===== src/rtl/fetch_stage.sv =====
// fetch_stage: owns the PC and issues one instruction read at a time,
// buffering {pc, instr} for decode. Option: FETCH_MISALIGN_TRAP_EN.
module fetch_stage #(
    parameter logic [31:0] RESET_PC   = 32'h0000_0000,
    parameter int          FIFO_DEPTH = 2
) (
    input  logic        clk,
    input  logic        rst_n,
    input  logic        redirect,
    input  logic [31:0] redirect_pc,
    output logic [31:0] pc_addr,
    output logic        read_instr,
    input  logic [31:0] instr,
    input  logic        instr_ready,
    output logic        out_valid,
    output logic [31:0] out_pc,
    output logic [31:0] out_instr,
`ifdef FETCH_MISALIGN_TRAP_EN
    output logic        out_misaligned,
`endif
    input  logic        out_ready
);

    localparam int AW = $clog2(FIFO_DEPTH);
    localparam logic [AW:0] DEPTH_C = (AW+1)'(FIFO_DEPTH);
    localparam logic [31:0] NOP = 32'h0000_0013;

    typedef enum logic [1:0] {
        IDLE = 2'd0,
        WAIT = 2'd1,
        HALT = 2'd2
    } state_e;

    state_e      state_q, state_d;
    logic [31:0] pc_q, pc_d;
    logic [31:0] addr_q, addr_d;
    logic        req_q, req_d;
    logic        drop_q, drop_d;

    logic [31:0] pc_mem_q  [FIFO_DEPTH];
    logic [31:0] ins_mem_q [FIFO_DEPTH];
    logic [AW-1:0] rptr_q, wptr_q;
    logic [AW:0]   occ_q;

    logic        pop, push, trap, slot_free;
    logic [AW:0] occ_nxt;
    logic [31:0] tgt, pc_nxt;

    assign tgt = redirect_pc & 32'hFFFF_FFFC;
`ifdef FETCH_MISALIGN_TRAP_EN
    assign trap = redirect & (redirect_pc[1:0] != 2'b00);
`else
    assign trap = 1'b0;
`endif

    assign out_valid = (occ_q != '0);
    assign pop       = out_valid & out_ready;
    assign push      = (state_q == WAIT) & req_q & instr_ready
                     & ~drop_q & ~redirect;
    assign occ_nxt   = occ_q + (AW+1)'(push) - (AW+1)'(pop);
    assign slot_free = (occ_nxt < DEPTH_C);
    assign pc_nxt    = drop_q ? pc_q : addr_q + 32'd4;

    always_comb begin
        state_d = state_q;
        pc_d    = pc_q;
        addr_d  = addr_q;
        req_d   = req_q;
        drop_d  = drop_q;
        if (redirect) begin
            pc_d    = tgt;
            state_d = WAIT;
            if (req_q && !instr_ready) begin
                drop_d = 1'b1;
            end else begin
                drop_d = 1'b0;
                req_d  = 1'b1;
                addr_d = tgt;
            end
            if (trap) begin
                state_d = HALT;
                if (!(req_q && !instr_ready)) req_d = 1'b0;
            end
        end else begin
            unique case (state_q)
                IDLE: begin
                    if (slot_free) begin
                        req_d   = 1'b1;
                        addr_d  = pc_q;
                        state_d = WAIT;
                    end
                end
                WAIT: begin
                    if (instr_ready) begin
                        drop_d = 1'b0;
                        pc_d   = pc_nxt;
                        if (slot_free) begin
                            addr_d = pc_nxt;
                        end else begin
                            req_d   = 1'b0;
                            state_d = IDLE;
                        end
                    end
                end
                HALT: begin
                    // Let a killed read finish before going quiet
                    if (req_q && instr_ready) begin
                        req_d  = 1'b0;
                        drop_d = 1'b0;
                    end
                end
                default: state_d = IDLE;
            endcase
        end
    end

    always_ff @(posedge clk) begin
        if (!rst_n) begin
            state_q <= IDLE;
            pc_q    <= RESET_PC;
            addr_q  <= '0;
            req_q   <= 1'b0;
            drop_q  <= 1'b0;
        end else begin
            state_q <= state_d;
            pc_q    <= pc_d;
            addr_q  <= addr_d;
            req_q   <= req_d;
            drop_q  <= drop_d;
        end
    end

    always_ff @(posedge clk) begin
        if (!rst_n) begin
            rptr_q <= '0;
            wptr_q <= '0;
            occ_q  <= '0;
        end else if (redirect) begin
            rptr_q <= '0;
            wptr_q <= trap ? AW'(1) : '0;
            occ_q  <= trap ? (AW+1)'(1) : '0;
        end else begin
            if (pop)  rptr_q <= rptr_q + AW'(1);
            if (push) wptr_q <= wptr_q + AW'(1);
            occ_q <= occ_nxt;
        end
    end

    always_ff @(posedge clk) begin
        if (redirect && trap) begin
            pc_mem_q[0]  <= redirect_pc;
            ins_mem_q[0] <= NOP;
        end else if (push) begin
            pc_mem_q[wptr_q]  <= addr_q;
            ins_mem_q[wptr_q] <= instr;
        end
    end

`ifdef FETCH_MISALIGN_TRAP_EN
    logic mis_mem_q [FIFO_DEPTH];

    always_ff @(posedge clk) begin
        if (redirect && trap) begin
            mis_mem_q[0] <= 1'b1;
        end else if (push) begin
            mis_mem_q[wptr_q] <= 1'b0;
        end
    end

    assign out_misaligned = out_valid & mis_mem_q[rptr_q];
`endif

    assign pc_addr    = addr_q;
    assign read_instr = req_q;
    assign out_pc     = out_valid ? pc_mem_q[rptr_q]  : '0;
    assign out_instr  = out_valid ? ins_mem_q[rptr_q] : '0;

endmodule


===== config.mk =====
export PLATFORM = sky130hd
export DESIGN_NAME = fetch_stage
export DESIGN_NICKNAME = d
export VERILOG_FILES = /design/src/rtl/fetch_stage.sv
export SDC_FILE = /design/constraint.sdc
export NUM_CORES = 1
export LEC_CHECK = 0
export CORE_UTILIZATION = 55
export CTS_BUF_LIST = sky130_fd_sc_hd__clkbuf_16
export CTS_CLUSTER_DIAMETER = 200
export CTS_CLUSTER_SIZE = 10
export DETAILED_ROUTE_END_ITERATION = 12
export PLACE_DENSITY = 0.87
export SLEW_MARGIN = 20
export SYNTH_ARGS = -nofsm -noshare
export SYNTH_HDL_FRONTEND = slang
export SYNTH_SLANG_ARGS = --single-unit

===== constraint.sdc =====
create_clock -name clk -period 7.95 [get_ports clk]
set_clock_uncertainty 0.2 [all_clocks]
set_input_delay 1.59 -clock clk [delete_from_list [all_inputs] [get_ports clk]]
set_output_delay 1.59 -clock clk [all_outputs]
set_load 0.02 [all_outputs]

==> results of run 1 <==
per-stage QoR:
| stage | std cells | hold WS (ns) | utilization | area, um^2 |
|---|---|---|---|---|
| 2_1_floorplan | 848 | 0.2365 | - | 9393 |
| 3_3_place_gp | 1180 | 0.2450 | 0.6663 | 11090 |
| 3_5_place_dp | 1180 | 0.2606 | 0.6663 | 11090 |
| 4_1_cts | 1212 | 0.2697 | 0.6999 | 11650 |
| 5_1_grt | 1212 | 0.2918 | 0.6999 | 11650 |
| 6_report | 1212 | 0.2691 | 0.6999 | 11650 |
power groups by stage:
stage          clock, W  sequential (W)  combinational, W
2_1_floorplan         0         0.00120          0.000130
3_3_place_gp          0         0.00121          0.000233
3_5_place_dp          0         0.00121          0.000239
4_1_cts        0.000823         0.00118          0.000241
5_1_grt        0.000862         0.00119          0.000262
6_report       0.000816         0.00119          0.000244
cell families after synthesis:
family	after synthesis
xor+xnor	16
mux	70
compound gates	219
buf+inv	73
flops	200
simple gates	267
fa+ha+maj	3
cell type report:
cell class / count / area (um^2)
multi-input cells: 575 / 3774
fillers: 1224 / 4994
inverters: 10 / 37.54
well taps: 220 / 275.3
repair buffers: 175 / 1714
clock buffers: 17 / 425.4
clock inverters: 15 / 133.9
flip-flops and latches: 200 / 5289
critical path, delay by kind of cell:
kind            cells  cell delay, ns
compound gates      3            1.08
buf+inv             3            1.11
fa+ha+maj           2            0.49
simple gates        4            1.32
xor+xnor            1            0.33
registers in the layout (all words and copies together), names as in the netlist, named ones only:
signal	cells
occ_q	2
pc_q	32
ins_mem_q	64
pc_addr	32
read_instr	1
state_q	1
drop_q	1
rptr_q	1
pc_mem_q	64
wptr_q	1
synth_stat cells, types with 7 or more instances:
library cell | instances | share of area
nor4_1 | 7 | 0.0047
a21boi_0 | 8 | 0.0064
nand2_1 | 45 | 0.018
a31oi_1 | 9 | 0.0060
o21ai_0 | 56 | 0.030
o311ai_1 | 7 | 0.0065
nor3_1 | 7 | 0.0037
buf_2 | 13 | 0.0069
a221oi_1 | 9 | 0.0084
a211oi_1 | 7 | 0.0056
and3_1 | 7 | 0.0047
nor2_1 | 102 | 0.041
edfxtp_1 | 128 | 0.41
dfxtp_1 | 72 | 0.15
clkbuf_1 | 36 | 0.014
nand4_1 | 12 | 0.0080
xnor2_1 | 10 | 0.0093
nor2b_1 | 13 | 0.0087
a22o_1 | 10 | 0.0093
mux2i_1 | 68 | 0.072
o211ai_1 | 9 | 0.0072
and2_1 | 10 | 0.0067
nand2b_1 | 10 | 0.0067
inv_1 | 10 | 0.0040
a22oi_1 | 7 | 0.0056
a21oi_1 | 46 | 0.025
nand3_1 | 23 | 0.012
o31a_1 | 9 | 0.0084
layer usage:
metal,track usage,routed length [um],vias to the layer above
li1,-,-,3457
met1,0.3490,9495,3478
met2,0.4482,11220,418
met3,0.05096,2067,67
met4,0.1239,786,0
met5,0,0,-
worst paths after layout:
path                    start          to  slack [ns]  cells after the start
hold / removal        pc_q[1]     pc_q[1]        0.27                      2
setup reg to reg   state_q[0]  pc_addr[9]        3.34                     12
hold reg to reg       pc_q[1]     pc_q[1]        0.27                      2
setup / recovery  instr_ready  pc_addr[9]        2.17                     13
==> impl_metrics.csv, run 1 <==
group,metric,value,unit
place,detailed_place_hpwl,15120,um
critical_path,worstPathRequired,8.08,ns
critical_path,start_kind,"primary input",
timing,setup_ws,2.165,ns
power,ir_drop,0.0001544,V
timing,tightest_slew,0.9446,ns
power,p_seq_frac,0.528,
clock_network,hold_buffers,0,
power,p_int,0.001662,W
timing,post-route-min-period,5.785,ns
critical_path,slowest_stage,"o22a_1",
place,gp_routability_congestion,0.8763,
detailed_routing,drtIter0Drc,702,
detailed_routing,antenna_left,0,
critical_path,slowest_delay,0.76,ns
detailed_routing,routed_wl,23570,um
detailed_routing,vias_per_cell,6.122,
grt,grt_max_degree,80,
timing,slew-limit-headroom,0.3703,
synthesis,synth_fa_ha_area_frac,0.003996,
synthesis,ys_async_sr_fraction,0,
synthesis,synth_compound_area_frac,0.1580,
floorplanning,die_w,132.7,um
timing,min_period_over_period,0.7277,
floorplanning,io_pins,167,
min_path,hold_class,"reg2reg",
floorplanning,core,16640,um^2
timing,finalHoldViolations,0,
synthesis,avgSynthCellArea,11.08,um^2
critical_path,crit_path_cell_trace,"clkdlybuf4s50_1 -> nand3b_1 -> nor2_1 -> nand2_1 -> ha_1 -> inv_1 -> ha_1 -> xnor3_1 -> o22a_1 -> buf_4 -> o21ai_0 -> a22oi_1 -> nor2b_1",
power,p_sw_frac,0.2596,
clock_network,clkSlewWorstSetupHoldPaths,0.07,ns
critical_path,path_class,"in2reg",
place,io_buffers,164,
power,power.density,192.7,nW/um^2
clock_network,post_cts_buffers,0,
cells_and_area,layout-drive-gt1-share,0.06754,
synthesis,yosys.area_share.simple,0.1463,
grt,grt.overflow.total,0,
critical_path,cp_max_fo,22,
clock_network,cts_sinks,200,
critical_path,worst_ep_arrival_time,5.91,ns
clock_network,cts_tree,"yes",
floorplanning,num_rows,47,
floorplanning,dieArea,17600,um^2
synthesis,synth_top_family_by_area,"compound AO/OA/AOI/OAI gates",
clock_network,clockBufferDepth,2,
timing,rsz0062_at_grt,"false",
clock_network,clockRootBuffer,"clkbuf_16",
clock_network,clkLatencyLatePin,0.43,ns
synthesis,netlist_instances,848,
cells_and_area,n_antenna_cell,0,
floorplanning,initial_core_util,0.5644,
run,drv_cap,0,
timing,slew_viol_final,0,
synthesis,synth_ff_type,"edfxtp_1",
cells_and_area,layout_commonest_cell,"clkdlybuf4s50_1",
cells_and_area,layout_common_cells,"162 x clkdlybuf4s50_1, 128 x edfxtp_1, 100 x nor2_1",
place,pre_cts_ws,1.864,ns
synthesis,synth_nets,920,
clock_network,cts_buffers,17,
grt,grt_pass1_wl,36940,um
cells_and_area,nNetsFinal,1051,
detailed_routing,routedWlPerCell,19.45,um
grt,track_usage,0.2718,
timing,max_freq,172.9,MHz
power,pwr-share-comb,0.109,
timing,setup_viol,0,
synthesis,synth_xor_area_frac,0.01638,
power,power.total,0.002245,W
synthesis,ys_warn_count,0,
power,clkPwrFrac,0.364,
detailed_routing,drcViolationCount,0,
synthesis,yosysUniqueCellTypes,69,
grt,antenna_found_initial,0,
grt,grt_pass1_vias,7219,
clock_network,htree_num_levels,4,
synthesis,synthMuxAreaShare,0.07486,
synthesis,ys_seq_area_frac,0.5627,
clock_network,cts_resized,0,
power,switchingPower,0.0005828,W
run_status,status,"completed",
detailed_routing,dr.pass1.iters,5,
cells_and_area,syn2layout_area_growth,24.02,%
power,p_leak,3.763,nW
synthesis,synth_seq_cells,200,
critical_path,cp_common_cell,"ha_1",
synthesis,synth-edff-count,128,
detailed_routing,vias,7420,
floorplanning,die_h,132.7,um
synthesis,synth.cell_area,9393,um^2
timing,fin_setup_tns,0,ns
critical_path,cp-end-kind,"flop",
(Power assumes the default switching activity.)
==> inputs of run 2 (changes only) <==
--- a/config.mk
+++ b/config.mk
@@ -5,12 +5,12 @@
 export SDC_FILE = /design/constraint.sdc
 export NUM_CORES = 1
 export LEC_CHECK = 0
-export CORE_UTILIZATION = 55
+export CORE_UTILIZATION = 48
 export CTS_BUF_LIST = sky130_fd_sc_hd__clkbuf_16
 export CTS_CLUSTER_DIAMETER = 200
 export CTS_CLUSTER_SIZE = 10
 export DETAILED_ROUTE_END_ITERATION = 12
-export PLACE_DENSITY = 0.87
+export PLACE_DENSITY = 0.81
 export SLEW_MARGIN = 20
 export SYNTH_ARGS = -nofsm -noshare
 export SYNTH_HDL_FRONTEND = slang
==> constraint.sdc (replaced) <==
create_clock -name clk -period 4.85 [get_ports clk]
set_clock_uncertainty 0.2 [all_clocks]
set_input_delay 0.97 -clock clk [delete_from_list [all_inputs] [get_ports clk]]
set_output_delay 0.97 -clock clk [all_outputs]
set_load 0.02 [all_outputs]
==> run 2 against run 1 <==
Die area grew 14%. Sequential power grew 63%. Sequential cell count is the same. Via count grew 0.92%. Critical path type unchanged. Largest cell class unchanged. Highest routed layer unchanged.
==> impl_metrics.csv, run 2 (synthesis gave the netlist of run 1 again) <==
group,metric,value,unit
run_status,status,"completed",
critical_path,crit_path_cell_trace,"clkdlybuf4s50_1 -> nand3b_1 -> nor2_1 -> nand2_1 -> ha_1 -> inv_1 -> ha_1 -> xnor3_1 -> o22ai_2 -> o31ai_1 -> a21oi_1 -> o2bb2a_4",
place,detailed_place_hpwl,14920,um
critical_path,worst_ep_arrival_time,3.71,ns
power,p_leak,3.825,nW
cells_and_area,layout_commonest_cell,"clkdlybuf4s50_1",
power,ir_drop,0.0002561,V
grt,grt_pass1_vias,7176,
power,clkPwrFrac,0.390,
power,power.density,324.5,nW/um^2
cells_and_area,nNetsFinal,1056,
floorplanning,dieArea,20130,um^2
power,p_sw_frac,0.2501,
timing,setup_viol,0,
critical_path,start_kind,"primary input",
timing,finalHoldViolations,0,
timing,slew-limit-headroom,0.3431,
detailed_routing,vias,7488,
place,io_buffers,164,
clock_network,htree_num_levels,4,
timing,min_period_over_period,0.7377,
grt,grt_max_degree,81,
cells_and_area,multi_input_area,3777,um^2
grt,grt.overflow.total,0,
clock_network,clkLatencyLatePin,0.44,ns
detailed_routing,drcViolationCount,0,
detailed_routing,vias_per_cell,5.957,
clock_network,hold_buffers,0,
cells_and_area,stdcell_count,1257,
clock_network,clkSlewWorstSetupHoldPaths,0.07,ns
floorplanning,die_w,141.9,um
clock_network,clockBufferDepth,2,
cells_and_area,fill_cells,1524,
place,dpl_cell_area,11230,um^2
critical_path,crit_start,"instr_ready",
cells_and_area,layout_common_cells,"162 x clkdlybuf4s50_1, 128 x edfxtp_1, 100 x nor2_1",
critical_path,cp-end-kind,"flop",
clock_network,clockRootBuffer,"clkbuf_16",
floorplanning,die_h,141.9,um
floorplanning,initial_core_util,0.4955,
timing,rsz0062_at_grt,"false",
min_path,hold_class,"reg2reg",
critical_path,worstPathRequired,4.98,ns
cells_and_area,seqCellArea,5289,um^2
power,p_int,0.002885,W
detailed_routing,routedWlPerCell,19.02,um
power,pwr-share-comb,0.105,
timing,tightest_slew,0.9854,ns
detailed_routing,drtIter0Drc,682,
grt,grt_pass1_wl,37690,um
critical_path,cp_max_fo,6,
cells_and_area,syn2layout_area_growth,26.24,%
clock_network,post_cts_buffers,0,
clock_network,cts_buffers,17,
timing,post-route-min-period,3.578,ns
critical_path,rrSetupSlack,1.54,ns
floorplanning,num_rows,50,
detailed_routing,routed_wl,23910,um
critical_path,worstReg2RegEnd,"pc_addr[29]",
critical_path,crit_end,"pc_addr[29]",
power,switchingPower,0.0009624,W
cells_and_area,final_cell_area,11860,um^2
timing,slew_viol_final,0,
timing,max_freq,279.5,MHz
critical_path,reg2reg_depth,11,
clock_network,cts_sinks,200,
critical_path,slowest_delay,0.49,ns
floorplanning,core,18960,um^2
place,dp.cells,1225,
clock_network,cts_tree,"yes",
cells_and_area,layout-drive-gt1-share,0.07322,
critical_path,worstReg2RegStart,"state_q[0]",
cells_and_area,n_antenna_cell,0,
critical_path,path_class,"in2reg",
floorplanning,io_pins,167,
timing,fin_setup_tns,0,ns
run,drv_cap,0,
cells_and_area,largestRegisters,"ins_mem_q x64, pc_mem_q x64",
detailed_routing,antenna_left,0,
critical_path,slowest_stage,"clkdlybuf4s50_1",
grt,track_usage,0.2417,
critical_path,cp_common_cell,"ha_1",
power,p_seq_frac,0.505,
place,gp_routability_congestion,0.8476,
grt,antenna_found_initial,0,
clock_network,cts_resized,0,
detailed_routing,dr.pass1.iters,5,
[run 2: cell types whose count changed in the layout (fill, tap and decap cells not counted), sizes merged]
cell      before  now
buf           13   18
bufinv         0    3
clkinv         5    2
clkinvlp       1    2
inv           19   18
[run 2: power by group through the flow]
stage	clock [W]	combinational [W]	sequential, W
after global placement	0	0.000391	0.00197
after global routing	0.00159	0.000434	0.00195
after detailed placement	0	0.000398	0.00198
after floorplan	0	0.000212	0.00197
after CTS	0.00153	0.000402	0.00194
final	0.00150	0.000404	0.00194
[run 2: metal layers]
layer,global-route usage,share of wire
met4,0.09055,0.020
met2,0.4039,0.48
met3,0.05197,0.083
met1,0.3078,0.42
met5,0,0
[run 2: stage by stage]
stage | power [W] | hold slack [ns] | setup WS [ns] | util
finish | 0.003847 | 0.2667 | 1.272 | 0.6255
CTS | 0.003866 | 0.2625 | 1.313 | 0.6255
detailed placement | 0.002375 | 0.2519 | 0.8738 | 0.5925
floorplan | 0.002186 | 0.2365 | 0.8704 | -
global route | 0.003976 | 0.3161 | 1.120 | 0.6255
global placement | 0.002365 | 0.2456 | 0.9304 | 0.5925
[run 2: worst max-delay path: cells and delay by family]
kind | cells | cell delay [ns]
XOR/XNOR | 1 | 0.33
buffers and inverters | 2 | 0.53
AO/OA/AOI/OAI | 4 | 0.99
AND/OR/NAND/NOR | 3 | 0.39
adder cells (fa/ha/maj) | 2 | 0.49
[run 2: how the worst min path moves through the flow]
stage             from  slack (ns)  cells after the start  endpoint
6_report       pc_q[0]        0.27                      2   pc_q[0]
4_1_cts        pc_q[0]        0.26                      2   pc_q[0]
3_3_place_gp   pc_q[1]        0.25                      2   pc_q[1]
5_1_grt        pc_q[3]        0.32                      2   pc_q[3]
2_1_floorplan  pc_q[0]        0.24                      2   pc_q[0]
3_5_place_dp   pc_q[0]        0.25                      2   pc_q[0]
[run 2: area by class of cell]
class | count | share of cell area
Clock buffer | 17 | 0.03588
Clock inverter | 15 | 0.01699
Inverter | 10 | 0.003166
Multi-Input combinational cell | 575 | 0.3186
Sequential cell | 200 | 0.4460
Tap cell | 260 | 0.02743
Timing Repair Buffer | 180 | 0.1519
==> inputs of run 3 (changes only) <==
==> constraint.sdc (replaced) <==
create_clock -name clk -period 2.95 [get_ports clk]
set_clock_uncertainty 0.2 [all_clocks]
set_input_delay 0.59 -clock clk [delete_from_list [all_inputs] [get_ports clk]]
set_output_delay 0.59 -clock clk [all_outputs]
set_load 0.02 [all_outputs]
==> run 3 against run 2 <==
Clock power up 57%. First-iteration DRC count grew 25%. Largest cell class unchanged. Critical path type is now reg2out. Largest power group unchanged. Worst hold slack about the same. Combinational power up 88%. Setup slack got worse by 1.1 ns. Critical path depth is 8 lower.
==> impl_metrics.csv, run 3 (synthesis gave the netlist of run 1 again) <==
group,metric,value,unit
min_path,hold_end,"pc_q[1]",
min_path,hold_class,"reg2reg",
grt,grt.overflow.total,0,
floorplanning,dieArea,20130,um^2
critical_path,rrSetupSlack,0.28,ns
clock_network,cts_tree,"yes",
floorplanning,initial_core_util,0.4955,
grt,track_usage,0.2456,
power,ir_drop,0.0004285,V
place,pre_cts_ws,-0.3906,ns
timing,fin_setup_tns,0,ns
clock_network,htree_num_levels,4,
place,gp_routability_congestion,0.9008,
timing,post-route-min-period,2.788,ns
timing,setup_viol,0,
critical_path,worst_ep_arrival_time,2.00,ns
critical_path,worstReg2RegEnd,"pc_addr[11]",
grt,grt_pass1_vias,7166,
timing,finalHoldViolations,0,
critical_path,cp-end-kind,"output pin",
clock_network,cts_sinks,200,
cells_and_area,syn2layout_area_growth,31.57,%
timing,slew-limit-headroom,0.5085,
clock_network,clkLatencyLatePin,0.44,ns
floorplanning,core,18960,um^2
critical_path,slowest_stage,"clkdlybuf4s50_1",
critical_path,reg2reg_depth,12,
critical_path,crit_path_cell_trace,"nor2_4 -> buf_12 -> nor2_1 -> clkdlybuf4s50_1",
power,switchingPower,0.001584,W
cells_and_area,layout-drive-gt1-share,0.1240,
timing,rsz0062_at_grt,"false",
power,p_sw_frac,0.2525,
floorplanning,die_h,141.9,um
power,p_int,0.004690,W
clock_network,clkSlewWorstSetupHoldPaths,0.07,ns
critical_path,start_kind,"flop",
grt,antenna_found_initial,0,
critical_path,critPathBufInv,2,
critical_path,crit_family,"buffers and inverters",
timing,setup_ws,0.1623,ns
min_path,hold_path_depth,2,
clock_network,clockRootBuffer,"clkbuf_16",
cells_and_area,layout_commonest_cell,"clkdlybuf4s50_1",
timing,slew_viol_final,0,
power,power.density,507.7,nW/um^2
floorplanning,die_w,141.9,um
critical_path,worstReg2RegStart,"occ_q[0]",
floorplanning,io_pins,167,
cells_and_area,largestRegisters,"ins_mem_q x64, pc_mem_q x64",
timing,max_freq,358.7,MHz
detailed_routing,vias,7723,
detailed_routing,drcViolationCount,0,
detailed_routing,routedWlPerCell,18.96,um
clock_network,hold_buffers,0,
cells_and_area,layout_common_cells,"161 x clkdlybuf4s50_1, 128 x edfxtp_1, 99 x nor2_1",
critical_path,worstPathRequired,2.16,ns
floorplanning,num_rows,50,
place,detailed_place_hpwl,16490,um
power,p_leak,4.093,nW
detailed_routing,antenna_left,0,
detailed_routing,dr.pass1.iters,7,
clock_network,clockBufferDepth,2,
cells_and_area,fill_cells,1404,
grt,grt_pass1_wl,37960,um
critical_path,path_class,"reg2out",
power,pwr-share-comb,0.121,
timing,tightest_slew,0.7167,ns
min_path,hp-start,"pc_q[1]",
critical_path,cp_max_fo,64,
run_status,status,"completed",
power,p_seq_frac,0.505,
timing,min_period_over_period,0.9450,
power,clkPwrFrac,0.374,
clock_network,cts_buffers,17,
critical_path,slowest_delay,0.65,ns
detailed_routing,routed_wl,24810,um
detailed_routing,vias_per_cell,5.904,
timing,hold-worst-slack,0.2663,ns
run,drv_cap,0,
cells_and_area,n_antenna_cell,0,
place,io_buffers,164,
cells_and_area,nNetsFinal,1107,
grt,grt_max_degree,81,
detailed_routing,drtIter0Drc,851,
[run 3: cell type report]
class	count	area [um^2]	share of cell area
clock buffers	17	425.4	0.03442
clock inverters	15	168.9	0.01367
inverters	10	37.54	0.003037
multi-input cells	576	3840	0.3107
flip-flops and latches	200	5289	0.4280
well taps	260	325.3	0.02632
repair buffers	230	2272	0.1839
[run 3: layer usage]
| metal | vias to the layer above | GRT usage | part of all wire |
|---|---|---|---|
| met2 | 422 | 0.4086 | 0.48 |
| li1 | 3564 | - | - |
| met4 | 0 | 0.08546 | 0.023 |
| met1 | 3677 | 0.3180 | 0.41 |
| met5 | - | 0 | 0 |
| met3 | 60 | 0.05130 | 0.092 |
[run 3: worst max-delay path by stage]
stage	start	endpoint	slack (ns)	cells after the start
final	occ_q[0]	out_pc[26]	0.16	4
after global routing	flop	out_instr[8]	0.1	5
after CTS	instr_ready	pc_addr[11]	0.06	13
after detailed placement	instr_ready	pc_addr[11]	-0.39	13
after global placement	instr_ready	pc_addr[11]	-0.34	13
after floorplan	instr_ready	pc_addr[26]	-0.002	13
[run 3: tightest hold or removal path, stage by stage (launching register included)]
cell and delay [ns]:
dfxtp_1 0.32, nand2_1 0.05, a21oi_1 0.05
[run 3: power groups by stage]
stage          clock network, W  logic, W  registers [W]
4_1_cts                 0.00238  0.000737        0.00316
3_3_place_gp                  0  0.000717        0.00322
2_1_floorplan                 0  0.000364        0.00324
6_report                0.00235  0.000758        0.00317
5_1_grt                 0.00250  0.000811        0.00318
3_5_place_dp                  0  0.000731        0.00323
[run 3: what timing repair did]
| item | in CTS | in global routing |
|---|---|---|
| endpoints found under the hold margin | 0 | 0 |
| pin swaps | 0 | 4 |
| resized for setup | 0 | 3 |
| buffers inserted | 6 | 4 |
| cloned | 0 | 2 |
| endpoints found under the setup margin | 1 | 14 |
[run 3: metrics by stage]
stage	area (um^2)	cells	power, W	util
6_report	12360	1308	0.006274	0.6519
5_1_grt	12360	1308	0.006488	0.6519
4_1_cts	12290	1302	0.006285	0.6482
3_5_place_dp	11630	1264	0.003958	0.6138
3_3_place_gp	11630	1264	0.003940	0.6138
2_1_floorplan	9508	848	0.003608	-
